==> config.mk <==
export PLATFORM = sky130hd
export DESIGN_NAME = task_issuer_flat
export DESIGN_NICKNAME = d
export VERILOG_FILES = /design/src/rtl/task_issuer_if.sv /design/src/rtl/task_issuer.sv /design/src/flat_wrapper.sv
export SDC_FILE = /design/constraint.sdc
export NUM_CORES = 1
export LEC_CHECK = 0
export CORE_MARGIN = 3
export CORE_UTILIZATION = 47
export DETAILED_ROUTE_END_ITERATION = 16
export MAX_ROUTING_LAYER = met4
export PLACE_DENSITY = 0.76
export SLEW_MARGIN = 20
export SYNTH_ARGS = -nofsm -noshare
export SYNTH_HDL_FRONTEND = slang
export SYNTH_SLANG_ARGS = --single-unit
==> constraint.sdc <==
create_clock -name clk -period 1.9 [get_ports clk]
set_input_delay 0.285 -clock clk [delete_from_list [all_inputs] [get_ports clk]]
set_output_delay 0.285 -clock clk [all_outputs]
set_load 0.02 [all_outputs]
==> src/rtl/task_issuer_if.sv <==
// rtl/task_issuer_if.sv - host command and worker issue handshake bundle
interface task_issuer_if;
  logic       cmd_valid;
  logic [1:0] cmd_opcode;
  logic       cmd_ready;
  logic [1:0] opcode;
  logic       start;
  logic       done;

  modport master (
    output cmd_valid, cmd_opcode, done,
    input  cmd_ready, opcode, start
  );

  modport slave (
    input  cmd_valid, cmd_opcode, done,
    output cmd_ready, opcode, start
  );
endinterface

==> src/rtl/task_issuer.sv <==
// rtl/task_issuer.sv - buffers host opcodes and issues them one at a time to a worker
module task_issuer #(
  parameter int DEPTH   = 4,
  parameter int TIMEOUT = 16,
  parameter int CNTW    = 8
) (
  input  logic                     clk,
  input  logic                     reset,
  task_issuer_if.slave             bus,
  output logic                     busy,
  output logic [$clog2(DEPTH):0]   fifo_count,
  output logic [CNTW-1:0]          completed_count,
  output logic                     timeout_err,
  output logic                     illegal_err
);
  localparam int AW = $clog2(DEPTH);
  localparam int CW = AW + 1;
  localparam int TW = $clog2(TIMEOUT);

  typedef enum logic [1:0] {IDLE, ISSUE, WAIT, RETIRE} state_t;

  state_t        state, next_state;
  logic [1:0]    mem [DEPTH];
  logic [AW-1:0] wr_ptr, rd_ptr;
  logic [TW-1:0] timer;
  logic [1:0]    head;
  logic [1:0]    opcode_q;
  logic          start_q;
  logic          push, pop, timeout_hit;

  assign head        = mem[rd_ptr];
  assign bus.cmd_ready = (fifo_count != CW'(DEPTH));
  assign push        = bus.cmd_valid & bus.cmd_ready;
  assign pop         = (state == ISSUE);
  assign timeout_hit = (timer == TW'(TIMEOUT - 1));
  assign busy        = (state != IDLE) || (fifo_count != '0);
  assign bus.opcode  = opcode_q;
  assign bus.start   = start_q;

  always_ff @(posedge clk) begin
    if (reset) state <= IDLE;
    else       state <= next_state;
  end

  always_comb begin
    next_state = state;
    case (state)
      IDLE:    if (fifo_count != '0) next_state = ISSUE;
      ISSUE:   next_state = (head == 2'd3) ? IDLE : WAIT;
      // done outranks the timeout when both land on the last WAIT cycle
      WAIT:    if (bus.done)        next_state = RETIRE;
               else if (timeout_hit) next_state = IDLE;
      RETIRE:  next_state = IDLE;
      default: next_state = IDLE;
    endcase
  end

  // Storage is flushed by the pointer reset; entries themselves need no reset.
  always_ff @(posedge clk) begin
    if (push) mem[wr_ptr] <= bus.cmd_opcode;
  end

  always_ff @(posedge clk) begin
    if (reset) begin
      wr_ptr          <= '0;
      rd_ptr          <= '0;
      fifo_count      <= '0;
      timer           <= '0;
      opcode_q        <= '0;
      start_q         <= 1'b0;
      completed_count <= '0;
      timeout_err     <= 1'b0;
      illegal_err     <= 1'b0;
    end else begin
      if (push) wr_ptr <= wr_ptr + AW'(1);
      if (pop)  rd_ptr <= rd_ptr + AW'(1);
      case ({push, pop})
        2'b10:   fifo_count <= fifo_count + CW'(1);
        2'b01:   fifo_count <= fifo_count - CW'(1);
        default: fifo_count <= fifo_count;
      endcase

      start_q <= 1'b0;
      if (state == ISSUE) begin
        timer <= '0;
        if (head == 2'd3) begin
          illegal_err <= 1'b1;
        end else begin
          opcode_q <= head;
          start_q  <= 1'b1;
        end
      end else if (state == WAIT) begin
        timer <= timer + TW'(1);
      end

      if (state == WAIT && !bus.done && timeout_hit) timeout_err <= 1'b1;
      if (state == RETIRE) completed_count <= completed_count + CNTW'(1);
    end
  end
endmodule

==> src/flat_wrapper.sv <==
// flat-port wrapper written by rule: the top's interface ports become plain ports
module task_issuer_flat 
#(
  parameter int DEPTH   = 4,
  parameter int TIMEOUT = 16,
  parameter int CNTW    = 8
)
  (clk, reset, busy, fifo_count, completed_count, timeout_err, illegal_err, bus_cmd_valid, bus_cmd_opcode, bus_done, bus_cmd_ready, bus_opcode, bus_start);
  task_issuer_if bus_i ();
  input  logic clk;
  input  logic reset;
  output logic busy;
  output logic [$clog2(DEPTH):0] fifo_count;
  output logic [CNTW-1:0] completed_count;
  output logic timeout_err;
  output logic illegal_err;
  input wire logic [$bits(bus_i.cmd_valid)-1:0] bus_cmd_valid;
  input wire logic [$bits(bus_i.cmd_opcode)-1:0] bus_cmd_opcode;
  input wire logic [$bits(bus_i.done)-1:0] bus_done;
  output wire logic [$bits(bus_i.cmd_ready)-1:0] bus_cmd_ready;
  output wire logic [$bits(bus_i.opcode)-1:0] bus_opcode;
  output wire logic [$bits(bus_i.start)-1:0] bus_start;
  assign bus_i.cmd_valid = bus_cmd_valid;
  assign bus_i.cmd_opcode = bus_cmd_opcode;
  assign bus_i.done = bus_done;
  assign bus_cmd_ready = bus_i.cmd_ready;
  assign bus_opcode = bus_i.opcode;
  assign bus_start = bus_i.start;
  task_issuer #(.DEPTH(DEPTH), .TIMEOUT(TIMEOUT), .CNTW(CNTW)) u_core (.clk(clk), .reset(reset), .bus(bus_i), .busy(busy), .fifo_count(fifo_count), .completed_count(completed_count), .timeout_err(timeout_err), .illegal_err(illegal_err));
endmodule
# Yosys cells after proc, flatten, opt, wreduce, memory -nomap -nowiden
# Memories as Yosys holds them, arrays and structs flattened. A register that Yosys moved wholly into a read port is not among the register bits.
# Index checks and enable logic that the tools add are counted.
# classes
add_sub_neg	6
n_eq_ne	10
mux	11
bitwise	3
n_reduce_logical	13
# op_table
op	count
2-bit 2-to-1 mux	6
8-bit by 1-bit adder with 8-bit output, second input constant	1
2-bit equality test, second input constant	4
2-bit case mux with 4 select lines	1
3-bit case mux with 2 select lines	1
2-bit AND reduction	3
2-bit by 1-bit adder with 2-bit output, second input constant	2
4-bit by 1-bit adder with 4-bit output, second input constant	1
2-bit by 1-bit equality test with 1-bit output, second input constant	2
4-bit equality test, second input constant	1
2-bit nonzero test	2
2-bit OR reduction	2
3-bit by 1-bit adder with 3-bit output, second input constant	1
1-bit 2-to-1 mux	3
3-bit by 2-bit != test with 1-bit output, second input constant	1
3-bit != test, second input constant	1
3-bit nonzero test	1
3-bit by 1-bit subtractor with 3-bit output, second input constant	1
1-bit logical AND	2
2-bit zero test	1
2-bit by 1-bit != test with 1-bit output, second input constant	1
1-bit NOT	2
1-bit AND	1
1-bit zero test	1
1-bit logical OR	1
# totals
reg_bits	26
mem_bits_rw	8
inputBits	6
output_inout_bits	18
elab_cells	54
n_memories	1
# memory_table
name	depth	width	read_ports	rd_ports_with_merged_regs	wr	line_no	source
u_core.mem	4	2	1	1	1	task_issuer.sv:23	logic [1:0] mem [DEPTH];

# Longest topological paths before layout
# Gate-level depths: netlist of run 1.
# depth
word_depth	4
mapped_depth	8
depth_no_buf	8

# Worst setup path before layout of run 1
# Ideal clock, no wire load.
# synth_path
path_type	register to register
start	register u_core.fifo_count[0]
end	register u_core.fifo_count[2]
setup_time_ns	0.071
arrival_time_ns	2.221
required_ns	1.829
path_slack_ns	-0.391
stages_incl_launch_ff	9
path_buffers	0
synth_period_minus_slack_ns	2.291
cell_sequence	dfxtp_1 or3b_1 and2_4 inv_1 ha_1 fa_1 xnor2_1 or3_1 a21oi_1
# synth_between
elab_chain_len	4
word_cells_on_any_way	8
classes_between	add/sub (2); eq/ne (3); mux (1); bitwise (1); reduce/logical (1)
# synth_lines
element	line_no	source
from (decl)	task_issuer.sv:11	output logic [$clog2(DEPTH):0] fifo_count,
from (signal assigned)	task_issuer.sv:78	2'b10: fifo_count <= fifo_count + CW'(1);
from (signal assigned)	task_issuer.sv:79	2'b01: fifo_count <= fifo_count - CW'(1);
from (signal assigned)	task_issuer.sv:80	default: fifo_count <= fifo_count;
3-bit != test (*)	task_issuer.sv:32	assign bus.cmd_ready = (fifo_count != CW'(DEPTH));
net bus_cmd_ready	flat_wrapper.sv:20	output wire logic [$bits(bus_i.cmd_ready)-1:0] bus_cmd_ready;
1-bit AND (*)	task_issuer.sv:33	assign push = bus.cmd_valid & bus.cmd_ready;
2-bit by 1-bit equality test with 1-bit output / 2-bit equality test (equally long branches)	task_issuer.sv:77	case ({push, pop})
3-bit case mux with 2 select lines / 2-bit nonzero test (equally long branches)	--	
# The timed path passes the listed nets; every way through them passes the cells marked *.
# A chain may end at the register's enable or synchronous reset.

# Worst setup path after layout of run 1
# layout_path
start	register u_core.fifo_count[2]
end	register u_core.fifo_count[2]
# layout_between
elab_chain_len	4
word_cells_on_any_way	8
classes_between	add/sub (2); eq/ne (3); mux (1); bitwise (1); reduce/logical (1)
# layout_lines
element	line_no
3-bit != test	task_issuer.sv:32
1-bit AND	task_issuer.sv:33
2-bit by 1-bit equality test with 1-bit output / 2-bit equality test (equally long branches)	task_issuer.sv:77
3-bit case mux with 2 select lines / 2-bit nonzero test (equally long branches)	--
# Parallel ways exist; a longest one is shown, timed or not.

==> summary.md, run 1 <==
| Metric | Value |
|---|---|
| Worst hold path class | `flip-flop to flip-flop` |
| Reg-to-reg endpoint | `u_core.fifo_count[2]$_SDFFE_PP0P_` |
| Number of cell rows | `20` |
| CTS H-tree depth | `2` |
| Slack of the worst reg-to-reg path | `0.001 ns` |
| Slack of the critical path | `0.001213 ns` |
| Net count of the mapped netlist | `168` |
| Root Buffer | `sky130_fd_sc_hd__clkbuf_4` |
| Number of global-route vias before repair | `1237` |
| Flip-flop and latch count after synthesis | `36` |
| Number of unique standard cell types used by synthesis | `36` |
| Average detailed-routed wire length per instance | `12.68 um` |
| DIE HEIGHT | `63.60 um` |
| Fraction of synthesis flops using an asynchronous set or reset pin | `0%` |
| Pin slew with the least headroom to its limit | `0.4410 ns` |
| Grt total ovfl | `0` |
| DR vias | `1196` |
| Worst setup slack after placement | `-0.2316 ns` |
| CTS Hold Buffers Added | `0` |
| Min Clock Period, post-route | `1.899 ns` |
| Antenna cells | `0` |
| Maximum count of clock buffers along a single path | `2` |
| Delay contributed by the slowest stage of the critical path | `0.36 ns` |
| Worst clock skew | `0.008532 ns` |
| Area of the die | `4044 um2` |
| Sum of buffers and inverters on the critical path | `1` |
| Min-delay src | `u_core.timeout_err$_SDFFE_PP0P_` |
| CTS tree | `yes` |
| Antenna violations before repair | `0` |
| Number of buffers created by CTS | `5` |
| Critical path endpoint category | `flip-flop` |
| Req. time, crit path | `2.18 ns` |
| Worst hold path cell count | `2` |
| Synth Area per Inst | `10.12 um2` |
| Total I/O pin count | `24` |
| Commonest non-fill, non-tap cell in the layout | `sky130_fd_sc_hd__dfxtp_1` |
| CTS sink count | `36` |
| Master of the slowest instance on the critical path | `sky130_fd_sc_hd__dfxtp_4` |
| Detailed Routing Iterations Pass 1 | `4` |
| Pin count of the biggest net entering global routing | `20` |
| Hold Vio Cnt, Final | `0` |
| Maximum fanout encountered on the critical timing path | `2` |
| Setup repair after global routing missed its margin | `yes` |
| Number of synthesized flops with an enable pin | `8` |
| Area of the mapped netlist | `1559 um2` |
| Count of endpoints failing setup in the final report | `0` |
| Effective utilization at floorplan | `50.24%` |
| Fraction of layout instances using a drive strength above 1 | `16.93%` |
| Critical register-to-register path startpoint | `u_core.fifo_count[2]$_SDFFE_PP0P_` |
| Area growth from synthesis to layout | `28.17%` |
| Power Dens Cells | `1252 nW/um2` |
| Routability-driven placement congestion ratio | `0.7553` |
| Initial DRC Count | `55` |
| Share of synthesized area occupied by flip-flops and latches | `51.36%` |
| Global-route wire length before repair | `5223 um` |
| Data arrival at the endpoint of the critical path | `2.18 ns` |
| Number of pins exceeding their max-slew limit in the final report | `0` |
| Average via count per standard cell | `5.133` |
| DIE WIDTH | `63.60 um` |
| Number of cell instances on the worst register-to-register path | `8` |
| Clock latency on the worst-skew pair | `0.34 ns` |
| Kind of launch point of the worst setup path | `flip-flop` |
| GRT Overall Usage | `17.11%` |
| Final HPWL from detailed placement | `2200 um` |
| Yosys top cell area share | `35.96%` |
| Post-detailed-route DRC marker count | `0` |
| Total negative slack for setup checks | `0 ns` |
| Synth Flop Type | `sky130_fd_sc_hd__dfxtp_1` |
| Achievable frequency | `526.7 MHz` |
| Worst Setup Path Type | `flip-flop to flip-flop` |
| Family with the most delay on the worst path | `simple AND/OR/NAND/NOR gates` |
| Run status | `finished, final reports clean` |
| Post-synthesis instance total | `154` |
| Routed Antenna Nets | `0` |
| Worst-case hold path end point | `u_core.timeout_err$_SDFFE_PP0P_` |
| Peak ir drop on the vdd network | `0.8292 mV` |
| Final Routed Wirelength | `2954 um` |
| Clock slew at reported path FFs | `0.11 ns` |
| P_leak | `0.7442 nW` |
| List of cells traversed by the critical path | `or3b_4 > and2_4 > inv_2 > ha_4 > fa_2 > xnor2_1 > or3_1 > a21oi_2` |
| Share of the cycle needed by the critical path after routing | `99.94%` |
| Main area contributors after synthesis | `sky130_fd_sc_hd__dfxtp_1, sky130_fd_sc_hd__edfxtp_1, sky130_fd_sc_hd__ha_1` |
| Worst rel slew slack | `70.51%` |
| Port Buf Inserts | `23` |
| Synthesis Warnings | `0` |
| Most area-hungry cell type in the Yosys netlist | `sky130_fd_sc_hd__dfxtp_1` |
| MaxCap Viol Count | `0` |
| Net count, final | `202` |
| Commonest non-fill, non-tap cells in the layout | `sky130_fd_sc_hd__dfxtp_1, sky130_fd_sc_hd__nor2_1, sky130_fd_sc_hd__clkdlybuf4s50_1` |
| Core ar. | `3103 um2` |
-- report_power, final --
group          total [mW]  internal [mW]  switching (mW)
sequential          0.988          0.915          0.0731
combinational       0.984          0.459           0.525
clock               0.530          0.276           0.254
total                2.50           1.65           0.852
-- worst reg2reg max path, cell delays in order, from the launching register on --
cell and delay, ns:
sky130_fd_sc_hd__dfxtp_4 0.36, sky130_fd_sc_hd__or3b_4 0.23, sky130_fd_sc_hd__and2_4 0.14, sky130_fd_sc_hd__inv_2 0.04, sky130_fd_sc_hd__ha_4 0.16, sky130_fd_sc_hd__fa_2 0.33, sky130_fd_sc_hd__xnor2_1 0.15, sky130_fd_sc_hd__or3_1 0.33
sky130_fd_sc_hd__a21oi_2 0.12
-- worst max-delay path by stage --
stage                                           start                           endpoint  slack (ns)  cells after the start
floorplan           u_core.fifo_count[2]$_SDFFE_PP0P_  u_core.fifo_count[2]$_SDFFE_PP0P_       -0.05                      8
detailed placement                      bus_cmd_valid  u_core.fifo_count[2]$_SDFFE_PP0P_       -0.23                      8
global route        u_core.fifo_count[2]$_SDFFE_PP0P_  u_core.fifo_count[2]$_SDFFE_PP0P_       -0.07                      8
CTS                 u_core.fifo_count[2]$_SDFFE_PP0P_  u_core.fifo_count[2]$_SDFFE_PP0P_       -0.01                      8
global placement                        bus_cmd_valid  u_core.fifo_count[2]$_SDFFE_PP0P_       -0.17                      8
finish              u_core.fifo_count[2]$_SDFFE_PP0P_  u_core.fifo_count[2]$_SDFFE_PP0P_       0.001                      8
-- area by class of cell --
class                   count  area [um2]
multi-input cells         104       724.4
inverters                   8       30.03
clock inverters             2       35.03
fillers                   278        1105
flip-flops and latches     36       809.5
clock buffers               6       41.29
well taps                  44       55.05
repair buffers             33       302.8
-- cells by family after synthesis --
group	synth area share, %
multiplexers	4.895
AND/OR/NAND/NOR	21.03
XOR/XNOR	6.180
AO/OA/AOI/OAI	6.100
adder cells (fa/ha/maj)	6.902
flip-flops	51.36
buffers and inverters	3.532
-- layer usage --
layer	vias up	GRT usage, %	share of wire [%]
li1	598	-	-
met1	570	16.97	43
met2	19	30.12	51
met3	9	5.704	3.6
met4	0	7.817	2.1
met5	-	-	0
-- per-stage QoR --
step	utilization (%)	cell area [um2]	hold WS, ns	total power, mW	instances
finish	64.40	1998	0.4878	2.502	233
global route	64.40	1998	0.5094	2.673	233
CTS	64.27	1994	0.4897	2.513	233
detailed placement	61.65	1913	0.4648	1.998	224
global placement	61.65	1913	0.4497	1.943	224
floorplan	-	1585	0.3839	1.641	154
-- what timing repair did --
item | 4_1_cts | 5_1_grt
buffers inserted | 1 | 0
endpoints found under the setup margin | 3 | 2
resized for setup | 2 | 1
pin swaps | 0 | 1
-- registers in the layout (all words and copies together) (netlist names), named ones only --
register	count
u_core.bus.start	1
u_core.rd_ptr	2
u_core.timer	4
u_core.fifo_count	3
u_core.wr_ptr	2
u_core.completed_count	8
u_core.illegal_err	1
u_core.timeout_err	1
u_core.state	2
u_core.bus.opcode	2
u_core.mem	8
-- Yosys cell counts, types with 2 or more instances --
master and number:
sky130_fd_sc_hd__mux4_2 2, sky130_fd_sc_hd__clkbuf_1 2, sky130_fd_sc_hd__nor2_1 23, sky130_fd_sc_hd__buf_1 2, sky130_fd_sc_hd__nand3_1 5, sky130_fd_sc_hd__mux2i_1 2
sky130_fd_sc_hd__buf_2 2, sky130_fd_sc_hd__or3_1 3, sky130_fd_sc_hd__inv_1 8, sky130_fd_sc_hd__xor2_1 4, sky130_fd_sc_hd__o21ai_0 4, sky130_fd_sc_hd__and2_4 2
sky130_fd_sc_hd__nor3_1 5, sky130_fd_sc_hd__xnor2_1 7, sky130_fd_sc_hd__a21oi_1 9, sky130_fd_sc_hd__nand2_1 10, sky130_fd_sc_hd__nand4_1 2, sky130_fd_sc_hd__edfxtp_1 8
sky130_fd_sc_hd__dfxtp_1 28, sky130_fd_sc_hd__and3_1 4, sky130_fd_sc_hd__ha_1 7
Note: power is estimated with default switching activity, not from simulation.
==> inputs of run 2 (changes only) <==
==> constraint.sdc (replaced) <==
create_clock -name clk -period 1.61 [get_ports clk]
set_input_delay 0.2415 -clock clk [delete_from_list [all_inputs] [get_ports clk]]
set_output_delay 0.2415 -clock clk [all_outputs]
set_load 0.02 [all_outputs]
==> run 2 against run 1 <==
  * The flow now finishes with violations (negative setup slack)
  * Non-clock buffer count grew 5
  * Register-to-register slack lost 0.29 ns
  * Total power grew 22%
  * Routed wire length grew 1.9%
  * Core utilization grew 1.7 points
  * Clock skew shrank 0.0036 ns
  * Critical path type unchanged
  * Highest routed layer unchanged
==> summary.md, run 2 (synthesized netlist as in run 1, its figures left out) <==
| Metric | Value |
|---|---|
| Sum of buffers and inverters on the critical path | `1 (unchanged)` |
| MaxCap Viol Count | `0 (unchanged)` |
| Root Buffer | `sky130_fd_sc_hd__clkbuf_4` |
| Fraction of layout instances using a drive strength above 1 | `20.10% (+3.2 points)` |
| Average via count per standard cell | `5.092 (-0.79%)` |
| Antenna cells | `0 (unchanged)` |
| Instance count after placement with tap cells included | `229 (+2.2%)` |
| Number of buffers created by CTS | `5 (unchanged)` |
| Slack of the critical path | `-0.2903 ns (-0.2915 ns)` |
| Worst-case hold path end point | `u_core.completed_count[1]$_SDFFE_PP0N_` |
| Net count, final | `207 (+2.5%)` |
| CTS tree | `yes` |
| Biggest registers after layout | `u_core.completed_count x8, u_core.mem x8, u_core.timer x4` |
| Pin count of the biggest net entering global routing | `20 (unchanged)` |
| Number of global-route vias before repair | `1285 (+3.9%)` |
| Area of the die | `4044 um2 (unchanged)` |
| Data arrival at the endpoint of the critical path | `2.17 ns (about the same)` |
| Min-delay src | `u_core.completed_count[1]$_SDFFE_PP0N_` |
| Critical register-to-register path startpoint | `u_core.fifo_count[2]$_SDFFE_PP0P_` |
| Violations in the final reports | `negative setup slack` |
| Worst hold path class | `flip-flop to flip-flop` |
| Setup repair after global routing missed its margin | `yes` |
| DIE WIDTH | `63.60 um (unchanged)` |
| Number of cell instances on the worst register-to-register path | `8 (unchanged)` |
| Pin slew with the least headroom to its limit | `0.3407 ns (-0.1002 ns)` |
| Total negative slack for setup checks | `-0.5013 ns (-0.5013 ns)` |
| Effective utilization at floorplan | `50.24% (unchanged)` |
| Count of endpoints failing setup in the final report | `3 (+3)` |
| Final non-filler cell total | `238 (+2.1%)` |
| Min Clock Period, post-route | `1.900 ns (+0.001506 ns)` |
| Worst hold path cell count | `2 (unchanged)` |
| Final HPWL from detailed placement | `2289 um (+4.0%)` |
| Commonest non-fill, non-tap cell in the layout | `sky130_fd_sc_hd__dfxtp_1` |
| Final Routed Wirelength | `3011 um (+1.9%)` |
| Worst rel slew slack | `77.21% (+6.7 points)` |
| Port Buf Inserts | `23 (unchanged)` |
| Maximum fanout encountered on the critical timing path | `2 (unchanged)` |
| P_leak | `0.8757 nW (+18%)` |
| CP Depth | `8 (unchanged)` |
| DR vias | `1212 (+1.3%)` |
| Detailed Routing Iterations Pass 1 | `4 (unchanged)` |
| Achievable frequency | `526.2 MHz (about the same)` |
| Maximum count of clock buffers along a single path | `2 (unchanged)` |
| Post-detailed-route DRC marker count | `0 (unchanged)` |
| Grt total ovfl | `0 (unchanged)` |
| Worst Setup Path Type | `flip-flop to flip-flop` |
| Routed Antenna Nets | `0 (unchanged)` |
| Number of pins exceeding their max-slew limit in the final report | `0 (unchanged)` |
| CTS sink count | `36 (unchanged)` |
| Delay contributed by the slowest stage of the critical path | `0.36 ns (about the same)` |
| Number of cell rows | `20 (unchanged)` |
| Power Dens Cells | `1484 nW/um2 (+19%)` |
| Clock slew at reported path FFs | `0.11 ns (about the same)` |
| Hold Vio Cnt, Final | `0 (unchanged)` |
| Core ar. | `3103 um2 (unchanged)` |
| Antenna violations before repair | `0 (unchanged)` |
| Kind of launch point of the worst setup path | `flip-flop` |
| Share of the cycle needed by the critical path after routing | `118.0% (+18 points)` |
| Clock latency on the worst-skew pair | `0.33 ns (about the same)` |
| Fill cell total of the finished layout | `261 (-6.1%)` |
| DIE HEIGHT | `63.60 um (unchanged)` |
| Area growth from synthesis to layout | `31.46%` |
| Master of the slowest instance on the critical path | `sky130_fd_sc_hd__dfxtp_4` |
| CTS H-tree depth | `2 (unchanged)` |
| Routability-driven placement congestion ratio | `0.7405 (-2.0%)` |
| Total I/O pin count | `24 (unchanged)` |
| Peak ir drop on the vdd network | `0.8813 mV (+6.3%)` |
| Reg-to-reg endpoint | `u_core.fifo_count[2]$_SDFFE_PP0P_` |
| List of cells traversed by the critical path | `or3b_4 > and2_4 > inv_4 > ha_4 > fa_2 > xnor2_1 > or3_1 > a21oi_1` |
| GRT Overall Usage | `17.32% (+0.21 points)` |
| Worst clock skew | `0.004894 ns (-0.003638 ns)` |
| Req. time, crit path | `1.88 ns (-0.30 ns)` |
| Critical path endpoint category | `flip-flop` |
| Slack of the worst reg-to-reg path | `-0.29 ns (-0.29 ns)` |
| Global-route wire length before repair | `5319 um (+1.8%)` |
| Commonest non-fill, non-tap cells in the layout | `sky130_fd_sc_hd__dfxtp_1, sky130_fd_sc_hd__nor2_1, sky130_fd_sc_hd__buf_4` |
| Initial DRC Count | `85 (+55%)` |
| Worst setup slack after placement | `-0.4984 ns (-0.2667 ns)` |
| Family with the most delay on the worst path | `simple AND/OR/NAND/NOR gates` |
| Average detailed-routed wire length per instance | `12.65 um (-0.21%)` |
| Run status | `finished with violations` |
## run 2: where the power goes
group	switching, mW	total (mW)	leakage (nW)	internal, mW
clock	0.294	0.658	0.0459	0.365
sequential	0.0892	1.17	0.303	1.08
combinational	0.633	1.21	0.527	0.581
total	1.02	3.04	0.876	2.03
## run 2: through the flow
stage	cell area, um2	hold slack [ns]	utilization [%]	power [mW]
2_1_floorplan	1585	0.3404	-	1.937
5_1_grt	2049	0.5279	66.05	3.235
6_report	2049	0.5032	66.05	3.041
3_3_place_gp	1951	0.4513	62.86	2.351
3_5_place_dp	1951	0.4879	62.86	2.408
4_1_cts	2026	0.5117	65.28	3.033
## run 2: final cells by class
| class | instances | area [um2] | area share (%) |
|---|---|---|---|
| repair buffers | 38 | 341.6 | 16.67 |
| multi-input cells | 104 | 725.7 | 35.41 |
| inverters | 8 | 32.53 | 1.587 |
| flip-flops and latches | 36 | 809.5 | 39.50 |
| well taps | 44 | 55.05 | 2.686 |
| clock inverters | 2 | 33.78 | 1.648 |
| clock buffers | 6 | 51.30 | 2.503 |
## run 2: worst min-delay path, delay by kind of cell (launching register included)
family / cells / cell delay (ns)
flip-flops: 1 / 0.35
AND/OR/NAND/NOR: 1 / 0.06
AO/OA/AOI/OAI: 1 / 0.06
## run 2: how the worst max path moves through the flow
| stage | endpoint | from | slack (ns) |
|---|---|---|---|
| global placement | u_core.fifo_count[2]$_SDFFE_PP0P_ | bus_cmd_valid | -0.42 |
| finish | u_core.fifo_count[2]$_SDFFE_PP0P_ | u_core.fifo_count[2]$_SDFFE_PP0P_ | -0.29 |
| global route | u_core.fifo_count[2]$_SDFFE_PP0P_ | u_core.fifo_count[2]$_SDFFE_PP0P_ | -0.34 |
| floorplan | u_core.fifo_count[2]$_SDFFE_PP0P_ | u_core.fifo_count[2]$_SDFFE_PP0P_ | -0.34 |
| CTS | u_core.fifo_count[2]$_SDFFE_PP0P_ | u_core.fifo_count[2]$_SDFFE_PP0P_ | -0.31 |
| detailed placement | u_core.fifo_count[2]$_SDFFE_PP0P_ | bus_cmd_valid | -0.50 |
## run 2: what timing repair did
| item | 4_1_cts | 5_1_grt |
|---|---|---|
| hold buffers | 0 | 0 |
| pin swaps | 1 | 3 |
| setup endpoints to repair | 11 | 8 |
| resized for setup | 16 | 6 |
| setup buffers | 0 | 1 |
## run 2: routing by layer
layer | up-vias | wire, um | GRT usage (%)
met2 | 21 | 1564 | 29.60
li1 | 605 | - | -
met3 | 6 | 102 | 4.456
met5 | - | 0 | -
met1 | 580 | 1292 | 18.71
met4 | 0 | 52 | 8.086
==> inputs of run 3 (changes only) <==
--- a/config.mk
+++ b/config.mk
@@ -5,7 +5,7 @@
 export SDC_FILE = /design/constraint.sdc
 export NUM_CORES = 1
 export LEC_CHECK = 0
-export CORE_MARGIN = 3
+export CORE_MARGIN = 10
 export CORE_UTILIZATION = 47
 export DETAILED_ROUTE_END_ITERATION = 16
 export MAX_ROUTING_LAYER = met4
==> run 3 against run 2 <==
  * The flow still finishes with violations (negative setup slack)
  * Via count hardly changed
  * Global-route usage fell by 5.8 points
  * Final area grew 0.85%
  * Clock skew increased by 0.0038 ns
  * Largest cell class unchanged
  * Final cell count grew 0.42%
  * Sequential cell count stayed put
  * Largest power group unchanged
==> summary.md, run 3 (synthesized netlist as in run 1, its figures left out) <==
| Metric | Value |
|---|---|
| Run status | `finished with violations` |
| Violations in the final reports | `negative setup slack` |
| Number of cell rows | `20 (unchanged)` |
| Critical path endpoint category | `flip-flop` |
| Reg-to-reg endpoint | `u_core.fifo_count[2]$_SDFFE_PP0P_` |
| Commonest non-fill, non-tap cells in the layout | `sky130_fd_sc_hd__dfxtp_1, sky130_fd_sc_hd__nor2_1, sky130_fd_sc_hd__buf_4` |
| Final HPWL from detailed placement | `2330 um (+1.8%)` |
| Number of buffers created by CTS | `5 (unchanged)` |
| Net count, final | `208 (+0.48%)` |
| Global-route wire length before repair | `5554 um (+4.4%)` |
| Pin count of the biggest net entering global routing | `28 (+40%)` |
| Clock latency on the worst-skew pair | `0.34 ns (about the same)` |
| MaxCap Viol Count | `0 (unchanged)` |
| P_leak | `0.9084 nW (+3.7%)` |
| Maximum fanout encountered on the critical timing path | `2 (unchanged)` |
| Delay contributed by the slowest stage of the critical path | `0.36 ns (about the same)` |
| Port Buf Inserts | `23 (unchanged)` |
| Final Routed Wirelength | `3166 um (+5.1%)` |
| Biggest registers after layout | `u_core.completed_count x8, u_core.mem x8, u_core.timer x4` |
| DIE WIDTH | `77.60 um (+22%)` |
| Data arrival at the endpoint of the critical path | `2.17 ns (about the same)` |
| Total negative slack for setup checks | `-0.5113 ns (-0.01006 ns)` |
| Worst rel slew slack | `75.68% (-1.5 points)` |
| Root Buffer | `sky130_fd_sc_hd__clkbuf_4` |
| Antenna cells | `0 (unchanged)` |
| Family with the most delay on the worst path | `simple AND/OR/NAND/NOR gates` |
| Tightest hold margin | `0.4755 ns (-0.02767 ns)` |
| Average detailed-routed wire length per instance | `13.25 um (+4.7%)` |
| GRT Overall Usage | `11.48% (-5.8 points)` |
| Cell area after placement | `1956 um2 (+0.26%)` |
| Commonest non-fill, non-tap cell in the layout | `sky130_fd_sc_hd__dfxtp_1` |
| Slack of the worst reg-to-reg path | `-0.29 ns (about the same)` |
| Overall power of the completed layout | `3.037 mW (-0.13%)` |
| Slack of the critical path | `-0.2877 ns (+0.002643 ns)` |
| Pin slew with the least headroom to its limit | `0.3615 ns (+0.02079 ns)` |
| Maximum count of clock buffers along a single path | `2 (unchanged)` |
| Worst hold path class | `flip-flop to flip-flop` |
| Effective utilization at floorplan | `50.24% (unchanged)` |
| Req. time, crit path | `1.89 ns (about the same)` |
| Critical register-to-register path startpoint | `u_core.fifo_count[2]$_SDFFE_PP0P_` |
| Final non-filler cell total | `239 (+0.42%)` |
| Final core utilization | `66.61% (+0.56 points)` |
| DIE HEIGHT | `77.60 um (+22%)` |
| Share of the cycle needed by the critical path after routing | `117.9% (-0.16 points)` |
| Sum of buffers and inverters on the critical path | `1 (unchanged)` |
| Fraction of layout instances using a drive strength above 1 | `20.51% (+0.41 points)` |
| Hold Vio Cnt, Final | `0 (unchanged)` |
| Worst setup slack after placement | `-0.4697 ns (+0.02862 ns)` |
| DR vias | `1211 (-0.083%)` |
| Routed Antenna Nets | `0 (unchanged)` |
| Number of cell instances on the worst register-to-register path | `8 (unchanged)` |
| Count of endpoints failing setup in the final report | `3 (unchanged)` |
| CTS tree | `yes` |
| Average via count per standard cell | `5.067 (-0.50%)` |
| List of cells traversed by the critical path | `or3b_4 > and2_4 > inv_4 > ha_4 > fa_2 > xnor2_1 > or3_1 > a21oi_1` |
| Achievable frequency | `527.0 MHz (+0.14%)` |
| Instance count after placement with tap cells included | `228 (-0.44%)` |
| Detailed Routing Iterations Pass 1 | `4 (unchanged)` |
| Total I/O pin count | `24 (unchanged)` |
| Number of pins exceeding their max-slew limit in the final report | `0 (unchanged)` |
| Worst clock skew | `0.008688 ns (+0.003794 ns)` |
| CTS Hold Buffers Added | `0 (unchanged)` |
| Clock slew at reported path FFs | `0.11 ns (about the same)` |
| Grt total ovfl | `0 (unchanged)` |
| Fill cell total of the finished layout | `249 (-4.6%)` |
| Setup repair after global routing missed its margin | `yes` |
| CTS sink count | `36 (unchanged)` |
| Worst hold path cell count | `2 (unchanged)` |
| Peak ir drop on the vdd network | `0.8733 mV (-0.90%)` |
| Min-delay src | `u_core.timeout_err$_SDFFE_PP0P_` |
| Worst-case hold path end point | `u_core.timeout_err$_SDFFE_PP0P_` |
| Antenna violations before repair | `0 (unchanged)` |
| Initial DRC Count | `39 (-54%)` |
| Master of the slowest instance on the critical path | `sky130_fd_sc_hd__dfxtp_4` |
| Area growth from synthesis to layout | `32.58%` |
| Number of global-route vias before repair | `1223 (-4.8%)` |
| Min Clock Period, post-route | `1.898 ns (-0.002643 ns)` |
| Final Instance Area | `2067 um2 (+0.85%)` |
| Worst Setup Path Type | `flip-flop to flip-flop` |
| Kind of launch point of the worst setup path | `flip-flop` |
| Power Dens Cells | `1469 nW/um2 (-0.98%)` |
| CTS H-tree depth | `2 (unchanged)` |
| Routability-driven placement congestion ratio | `0.7658 (+3.4%)` |
| Core ar. | `3103 um2 (unchanged)` |
| Area of the die | `6021 um2 (+49%)` |
| Post-detailed-route DRC marker count | `0 (unchanged)` |
-- run 3: metal layers --
metal / vias to the layer above / track usage, % / wire length, um
li1: 612 / - / -
met1: 571 / 11.54 / 1314
met2: 24 / 18.74 / 1607
met3: 4 / 5.530 / 206
met4: 0 / 4.745 / 38
met5: - / - / 0
-- run 3: repair_timing --
item                                    in CTS  in global routing
pin swaps                                    3                  1
gates resized for setup                     14                  8
buffers inserted                             1                  2
endpoints found under the setup margin      11                 10
-- run 3: area by class of cell --
type	instances	area, um2	share of cell area, %
clock inverter	2	33.78	1.634
timing repair buffer	39	359.1	17.37
sequential	36	809.5	39.16
multi-input combinational	104	725.7	35.11
inverter	8	32.53	1.574
clock buffer	6	51.30	2.482
tap	44	55.05	2.663
-- run 3: power breakdown --
group / internal (mW) / leakage (nW) / switching (mW)
logic: 0.572 / 0.560 / 0.641
clock network: 0.365 / 0.0459 / 0.295
registers: 1.08 / 0.303 / 0.0849
-- run 3: worst reg2reg max path: stages, from the launching register on --
cell                      delay, ns
sky130_fd_sc_hd__dfxtp_4       0.36
sky130_fd_sc_hd__or3b_4        0.23
sky130_fd_sc_hd__and2_4        0.15
sky130_fd_sc_hd__inv_4         0.04
sky130_fd_sc_hd__ha_4          0.15
sky130_fd_sc_hd__fa_2          0.33
sky130_fd_sc_hd__xnor2_1       0.14
sky130_fd_sc_hd__or3_1         0.32
sky130_fd_sc_hd__a21oi_1       0.13
-- run 3: how the worst max path moves through the flow --
stage / slack, ns / from / end / cells after the start
floorplan: -0.34 / u_core.fifo_count[2]$_SDFFE_PP0P_ / u_core.fifo_count[2]$_SDFFE_PP0P_ / 8
global placement: -0.42 / bus_cmd_valid / u_core.fifo_count[2]$_SDFFE_PP0P_ / 8
detailed placement: -0.47 / bus_cmd_valid / u_core.fifo_count[2]$_SDFFE_PP0P_ / 8
CTS: -0.28 / u_core.fifo_count[2]$_SDFFE_PP0P_ / u_core.fifo_count[2]$_SDFFE_PP0P_ / 8
global route: -0.34 / u_core.fifo_count[2]$_SDFFE_PP0P_ / u_core.fifo_count[2]$_SDFFE_PP0P_ / 8
finish: -0.29 / u_core.fifo_count[2]$_SDFFE_PP0P_ / u_core.fifo_count[2]$_SDFFE_PP0P_ / 8
